==> src/rtl/score_text_gen.sv <==
// score_text_gen: VGA text overlay for the pong display.
// Status line layout is "SCORE:" + score digits + "BALL:" + ball count (12+NUM_DIGITS cells).
// A blinking "GAME OVER" banner sits BANNER_DY rows below the status line.
// The score is a saturating BCD counter. It is snapshotted on frame_tick so a frame never tears.
// Glyph rows come from an external ASCII ROM addressed by the registered rom_addr.
// Optional feature: define HISCORE_EN to add a high-score register and a "HI:<digits>" line.
module score_text_gen #(
  parameter int unsigned X0           = 240,
  parameter int unsigned Y0           = 40,
  parameter int unsigned SCALE_SHIFT  = 1,
  parameter int unsigned NUM_DIGITS   = 2,
  parameter int unsigned BANNER_DY    = 64,
  parameter int unsigned BLINK_FRAMES = 30,
  parameter logic [11:0] TEXT_COLOR   = 12'hF00,
  parameter logic [11:0] OVER_COLOR   = 12'hFFF
) (
  input  logic        clk,
  input  logic        rst_n,
  input  logic        frame_tick,
  input  logic        video_on,
  input  logic [9:0]  x,
  input  logic [9:0]  y,
  input  logic        score_inc,
  input  logic        score_clr,
  input  logic [1:0]  balls,
  input  logic        game_over,
  output logic [10:0] rom_addr,
  input  logic [7:0]  rom_data,
  output logic        text_on,
  output logic [11:0] text_rgb,
  output logic        score_max
);
  localparam int unsigned W  = 8 << SCALE_SHIFT;
  localparam int unsigned H  = 16 << SCALE_SHIFT;
  localparam int unsigned L  = 12 + NUM_DIGITS;
  localparam int unsigned SW = 4 * NUM_DIGITS;
  localparam int unsigned BW = $clog2(BLINK_FRAMES + 1);

  localparam logic [SW-1:0] ALL9       = {NUM_DIGITS{4'h9}};
  localparam logic [BW-1:0] BLINK_LAST = BW'(BLINK_FRAMES - 1);

  localparam logic [10:0] XS    = 11'(X0);
  localparam logic [10:0] XE_ST = 11'(X0 + L * W);
  localparam logic [10:0] XE_BN = 11'(X0 + 9 * W);
  localparam logic [10:0] YS    = 11'(Y0);
  localparam logic [10:0] YE    = 11'(Y0 + H);
  localparam logic [10:0] YB    = 11'(Y0 + BANNER_DY);
  localparam logic [10:0] YBE   = 11'(Y0 + BANNER_DY + H);
`ifdef HISCORE_EN
  localparam logic [10:0] XE_HI = 11'(X0 + (3 + NUM_DIGITS) * W);
  localparam logic [10:0] YHE   = 11'(Y0 + 2 * H);
`endif

  logic [SW-1:0] score_q, score_d, snap_q;
  logic          carry;
  logic [BW-1:0] bcnt_q;
  logic          blink_q;

  // BCD increment with ripple carry; clear wins, all-9s saturates
  always_comb begin
    score_d = score_q;
    carry   = 1'b0;
    if (score_clr) begin
      score_d = '0;
    end else if (score_inc && (score_q != ALL9)) begin
      carry = 1'b1;
      for (int i = 0; i < int'(NUM_DIGITS); i++) begin
        if (carry) begin
          if (score_q[4*i +: 4] == 4'd9) begin
            score_d[4*i +: 4] = 4'd0;
          end else begin
            score_d[4*i +: 4] = score_q[4*i +: 4] + 4'd1;
            carry             = 1'b0;
          end
        end
      end
    end
  end

  assign score_max = (score_q == ALL9);

  // Score counter and per-frame display snapshot (snapshot takes the pre-increment value)
  always_ff @(posedge clk or negedge rst_n) begin
    if (!rst_n) begin
      score_q <= '0;
      snap_q  <= '0;
    end else begin
      score_q <= score_d;
      if (frame_tick) snap_q <= score_q;
    end
  end

  // Banner blink: held visible while game_over is low so it shows on the first frame
  always_ff @(posedge clk or negedge rst_n) begin
    if (!rst_n) begin
      bcnt_q  <= '0;
      blink_q <= 1'b1;
    end else if (!game_over) begin
      bcnt_q  <= '0;
      blink_q <= 1'b1;
    end else if (frame_tick) begin
      if (bcnt_q == BLINK_LAST) begin
        bcnt_q  <= '0;
        blink_q <= ~blink_q;
      end else begin
        bcnt_q <= bcnt_q + BW'(1);
      end
    end
  end

`ifdef HISCORE_EN
  logic [SW-1:0] hisc_q;
  logic          go_q;

  // High score captured on the rising edge of game_over (BCD order matches binary order)
  always_ff @(posedge clk or negedge rst_n) begin
    if (!rst_n) begin
      hisc_q <= '0;
      go_q   <= 1'b0;
    end else begin
      go_q <= game_over;
      if (game_over && !go_q && (score_q > hisc_q)) hisc_q <= score_q;
    end
  end
`endif

  logic [10:0] xw, yw, dx, dxs, dy;
  logic [3:0]  row;
  logic [2:0]  bit_d;
  int unsigned ci;
  logic        in_st, in_bn, in_hi;
  logic [6:0]  st_ch, bn_ch, hi_ch;
  logic [10:0] addr_d;

  // Region decode and character selection for the current pixel
  always_comb begin
    xw    = {1'b0, x};
    yw    = {1'b0, y};
    dx    = xw - XS;
    dxs   = dx >> SCALE_SHIFT;
    ci    = 32'(dxs >> 3);
    bit_d = 3'(dxs);
    in_st = (yw >= YS) && (yw < YE) && (xw >= XS) && (xw < XE_ST);
    in_bn = (yw >= YB) && (yw < YBE) && (xw >= XS) && (xw < XE_BN);
`ifdef HISCORE_EN
    in_hi = (yw >= YE) && (yw < YHE) && (xw >= XS) && (xw < XE_HI);
`else
    in_hi = 1'b0;
`endif
    if (in_bn)      dy = yw - YB;
    else if (in_hi) dy = yw - YE;
    else            dy = yw - YS;
    row = 4'(dy >> SCALE_SHIFT);

    st_ch = 7'h00;
    if (ci < 6) begin
      case (ci)
        0:       st_ch = 7'h53;  // S
        1:       st_ch = 7'h43;  // C
        2:       st_ch = 7'h4F;  // O
        3:       st_ch = 7'h52;  // R
        4:       st_ch = 7'h45;  // E
        default: st_ch = 7'h3A;  // :
      endcase
    end else if (ci < 6 + NUM_DIGITS) begin
      st_ch = {3'b011, snap_q[4*(NUM_DIGITS+5-ci) +: 4]};
    end else if (ci < 11 + NUM_DIGITS) begin
      case (ci - 6 - NUM_DIGITS)
        0:       st_ch = 7'h42;  // B
        1:       st_ch = 7'h41;  // A
        2, 3:    st_ch = 7'h4C;  // L
        default: st_ch = 7'h3A;  // :
      endcase
    end else begin
      st_ch = {5'b01100, balls};
    end

    case (ci)
      0:       bn_ch = 7'h47;  // G
      1:       bn_ch = 7'h41;  // A
      2:       bn_ch = 7'h4D;  // M
      3:       bn_ch = 7'h45;  // E
      4:       bn_ch = 7'h20;  // space
      5:       bn_ch = 7'h4F;  // O
      6:       bn_ch = 7'h56;  // V
      7:       bn_ch = 7'h45;  // E
      8:       bn_ch = 7'h52;  // R
      default: bn_ch = 7'h00;
    endcase

    hi_ch = 7'h00;
`ifdef HISCORE_EN
    case (ci)
      0:       hi_ch = 7'h48;  // H
      1:       hi_ch = 7'h49;  // I
      2:       hi_ch = 7'h3A;  // :
      default: if (ci < 3 + NUM_DIGITS) hi_ch = {3'b011, hisc_q[4*(NUM_DIGITS+2-ci) +: 4]};
    endcase
`endif

    addr_d = 11'h000;
    if (in_st)      addr_d = {st_ch, row};
    else if (in_bn) addr_d = {bn_ch, row};
    else if (in_hi) addr_d = {hi_ch, row};
  end

  logic [2:0] bit_q;
  logic       st_q, bn_q, hi_q, lit;

  // Stage 1: ROM address, bit position and qualified region flags
  always_ff @(posedge clk or negedge rst_n) begin
    if (!rst_n) begin
      rom_addr <= '0;
      bit_q    <= '0;
      st_q     <= 1'b0;
      bn_q     <= 1'b0;
      hi_q     <= 1'b0;
    end else begin
      rom_addr <= addr_d;
      bit_q    <= bit_d;
      st_q     <= in_st & video_on;
      bn_q     <= in_bn & video_on & game_over & blink_q;
      hi_q     <= in_hi & video_on;
    end
  end

  assign lit = (st_q | bn_q | hi_q) & rom_data[3'd7 - bit_q];

  // Stage 2: pick the glyph bit and colour
  always_ff @(posedge clk or negedge rst_n) begin
    if (!rst_n) begin
      text_on  <= 1'b0;
      text_rgb <= 12'h000;
    end else begin
      text_on  <= lit;
      text_rgb <= !lit ? 12'h000 : (bn_q ? OVER_COLOR : TEXT_COLOR);
    end
  end

endmodule

==> config.mk <==
export PLATFORM = sky130hd
export DESIGN_NAME = score_text_gen
export DESIGN_NICKNAME = d
export VERILOG_FILES = /design/src/rtl/score_text_gen.sv
export SDC_FILE = /design/constraint.sdc
export NUM_CORES = 1
export LEC_CHECK = 0
export CORE_UTILIZATION = 35
export CTS_CLUSTER_DIAMETER = 40
export DETAILED_ROUTE_END_ITERATION = 7
export GPL_ROUTABILITY_DRIVEN = 0
export PLACE_DENSITY_LB_ADDON = 0.2
export SYNTH_ARGS = -nofsm -noshare
export SYNTH_HDL_FRONTEND = slang
export SYNTH_SLANG_ARGS = --single-unit
==> constraint.sdc <==
create_clock -name clk -period 4.2 [get_ports clk]
set_clock_uncertainty 0.1 [all_clocks]
set_input_delay 0.84 -clock clk [delete_from_list [all_inputs] [get_ports clk]]
set_output_delay 0.84 -clock clk [all_outputs]
set_load 0.1 [all_outputs]
==> flow_summary_export.csv <==
group,metric,value,unit
setup_path,max_stage_delay,0.59,ns
setup_path,arrival,3.53,ns
grt,grt_pass1_vias,1955,
grt,grt_max_degree,41,
sta,rsz0062_at_grt,"false",
power,p_leak,1.427,nW
setup_path,worstPathCellList,"clkdlybuf4s50_1 -> inv_1 -> ha_1 -> inv_1 -> ha_1 -> nor2b_1 -> or3_1 -> o21a_2 -> nor4b_4 -> a211o_1 -> o21ai_0",
setup_path,cp.required,4.25,ns
yosys,synth_area,2625,µm²
drt,first_iter_violations,95,
setup_path,cp_slowest_cell,"clkdlybuf4s50_1",
sta,fin_crit,3.477,ns
floorplan,initial_core_util,36.19,%
sta,timing.fmax,0.2876,GHz
floorplan,num_rows,31,
yosys,syn_inst,277,
cts,clk_pin_slew,0.06,ns
cts,worstSkewPairLatency,0.29,ns
cts,cts_buffer_depth,2,
final_layout,nNetsFinal,383,
place,port_buffers,61,
yosys,synth.distinct_cells,58,
grt,grtUsageMet3,3.638,%
sta,worst_pin_slew,0.9967,ns
final_layout,drive_gt1_share,10.27,%
final_layout,nFillCells,702,
final_layout,final_common_cell,"clkdlybuf4s50_1",
cts,cts.sinks,40,
floorplan,die_x,88.60,µm
setup_path,end_kind,"register",
flow_run,cap_viol_max_count,0,
cts,post_cts_buffers,0,
sta,report.final.slew_viol_count,0,
cts,cts.htree.levels,2,
place,postPlaceCellArea,3257,µm²
final_layout,diodes,0,
grt,use_met2,23.43,%
grt,grt_usage,15.84,%
power,vdd_drop_max,0.1043,mV
drt,wl_per_cell,13.72,µm
drt,viasPerCell,5.165,
yosys,syn_area_per_cell,9.477,µm²
yosys,synth_top_area_share,37.18,%
sta,setup_tns,0,ns
grt,grt.busiest_layer,"met2",
sta,finalCritPeriodShare,82.80,%
run_status,status,"finished, final reports clean",
floorplan,ios,62,
grt,met1_usage,23.20,%
hold_path,holdCritStartpoint,"st_q",
grt,antenna_found_initial,0,
grt,grt_pass1_wl,9618,µm
setup_path,crit_path_start_kind,"primary input",
grt,grt-ovfl-total,0,
floorplan,die-area,7850,µm²
yosys,yosysSeqAreaShare,38.18,%
drt,ant_nets,0,
yosys,synth_area_leaders,"dfrtp_1, ha_1, mux2_2",
cts,cts-root-buf,"clkbuf_8",
sta,slew_headroom,33.35,%
final_layout,areaGrowthSynthToFinish,27.65,%
hold_path,hold_class,"register to register",
yosys,syn_nets,330,
cts,cts_resized,0,
yosys,synth.largest_area_cell,"dfrtp_1",
yosys,yosys_warnings,0,
power,power_density,260.5,nW/µm²
final_layout,postLayoutCellArea,3351,µm²
sta,finalSetupViolCount,0,
setup_path,crit_fanout,7,
drt,drt_pass1_iterations,4,
cts,cts_tree,"built",
drt,wl,5900,µm
sta,hold_violations,0,
yosys,synth_seq_cells,40,
place,dp_hpwl,4582,µm
yosys,synthArstFlopShare,100.0,%
final_layout,layout_common_cells,"clkdlybuf4s50_1, dfrtp_1, nor2_1",
cts,cts_hold_buf,0,
yosys,synthFlopType,"dfrtp_1",
floorplan,die_h,88.60,µm
cts,cts_buffers,5,
drt,drc,0,
setup_path,critPathKind,"primary input to register",
yosys,synth_edf_count,0,
setup_path,crit_start,"x[5]",
drt,via_count,2221,
floorplan,core_area,7253,µm²
setup_path,reg2reg_from,"score_q[5]",
==> critical path: cells and delay by family <==
| family | cells | cell delay [ns] |
|---|---|---|
| compound gates | 3 | 0.45 |
| buf+inv | 3 | 0.83 |
| simple gates | 3 | 0.78 |
| fa+ha+maj | 2 | 0.63 |
==> logic make-up after synthesis <==
logic type,Yosys count,share of synthesized area (%)
mux,15,7.197
fa+ha+maj,16,7.626
simple gates,101,21.21
xor+xnor,5,1.669
flops,40,38.18
compound gates,67,17.35
buf+inv,33,6.768
==> layout make-up <==
type | instances | area [µm²] | share of cell area (%)
clock buffers | 7 | 86.33 | 2.577
clock inverters | 1 | 7.507 | 0.2240
inverters | 14 | 52.55 | 1.568
multi-input cells | 204 | 1445 | 43.13
flip-flops and latches | 40 | 1002 | 29.91
well taps | 99 | 123.9 | 3.697
repair buffers | 65 | 633.1 | 18.89
==> through the flow <==
step           utilization (%)  hold WS [ns]  cells  power (mW)  setup slack [ns]
2_1_floorplan                -        0.3413    277      0.5314            0.7868
3_3_place_gp             44.90        0.3715    422      0.6086            0.5162
3_5_place_dp             44.90        0.3629    422      0.6096            0.4183
4_1_cts                  46.20        0.3803    430      0.8828            0.7157
5_1_grt                  46.20        0.4176    430      0.9160            0.5714
6_report                 46.20        0.3724    430      0.8727            0.7225
==> worst paths after layout <==
check                          endpoint  slack, ns  cells past startpoint
max                         rom_addr[8]       0.72                     11
min                        text_rgb[10]       0.37                      2
max reg2reg                  score_q[3]       2.31                      8
min reg2reg                text_rgb[10]       0.37                      2
max in group asynchronous          bn_q       2.89                      1
min in group asynchronous    score_q[1]       0.55                      1
==> per-layer routing <==
| metal | wire length (µm) | part of all wire (%) | vias to the layer above |
|---|---|---|---|
| met5 | 0 | 0 | - |
| met1 | 2900 | 49 | 1039 |
| met3 | 353 | 6.0 | 9 |
| li1 | - | - | 1107 |
| met4 | 68 | 1.2 | 0 |
| met2 | 2578 | 44 | 66 |
==> report_power, final <==
group / internal, mW / switching [mW] / total [mW]
clock: 0.134 / 0.136 / 0.270
combinational: 0.0884 / 0.0993 / 0.188
sequential: 0.400 / 0.0147 / 0.415
==> sequential cells by signal (all words and copies together) (netlist names) <==
signal,cells
rom_addr,11
bit_q,3
blink_q,1
bn_q,1
snap_q,8
score_q,8
text_rgb,2
st_q,1
bcnt_q,5
==> synth_stat cells, types with 3 or more instances <==
master,n
nor2b_1,5
or3_1,4
a211o_1,3
a21oi_1,15
and2_1,3
nand3_1,9
o22ai_1,5
nor3_1,12
dfrtp_1,39
o31ai_1,4
and3_1,5
nand2b_1,5
clkbuf_1,4
xnor2_1,3
ha_1,16
inv_1,14
nand4b_1,4
nand2_1,20
nor2_1,21
buf_4,12
o21ai_0,17
mux2_2,11
(Power assumes the default switching activity.)
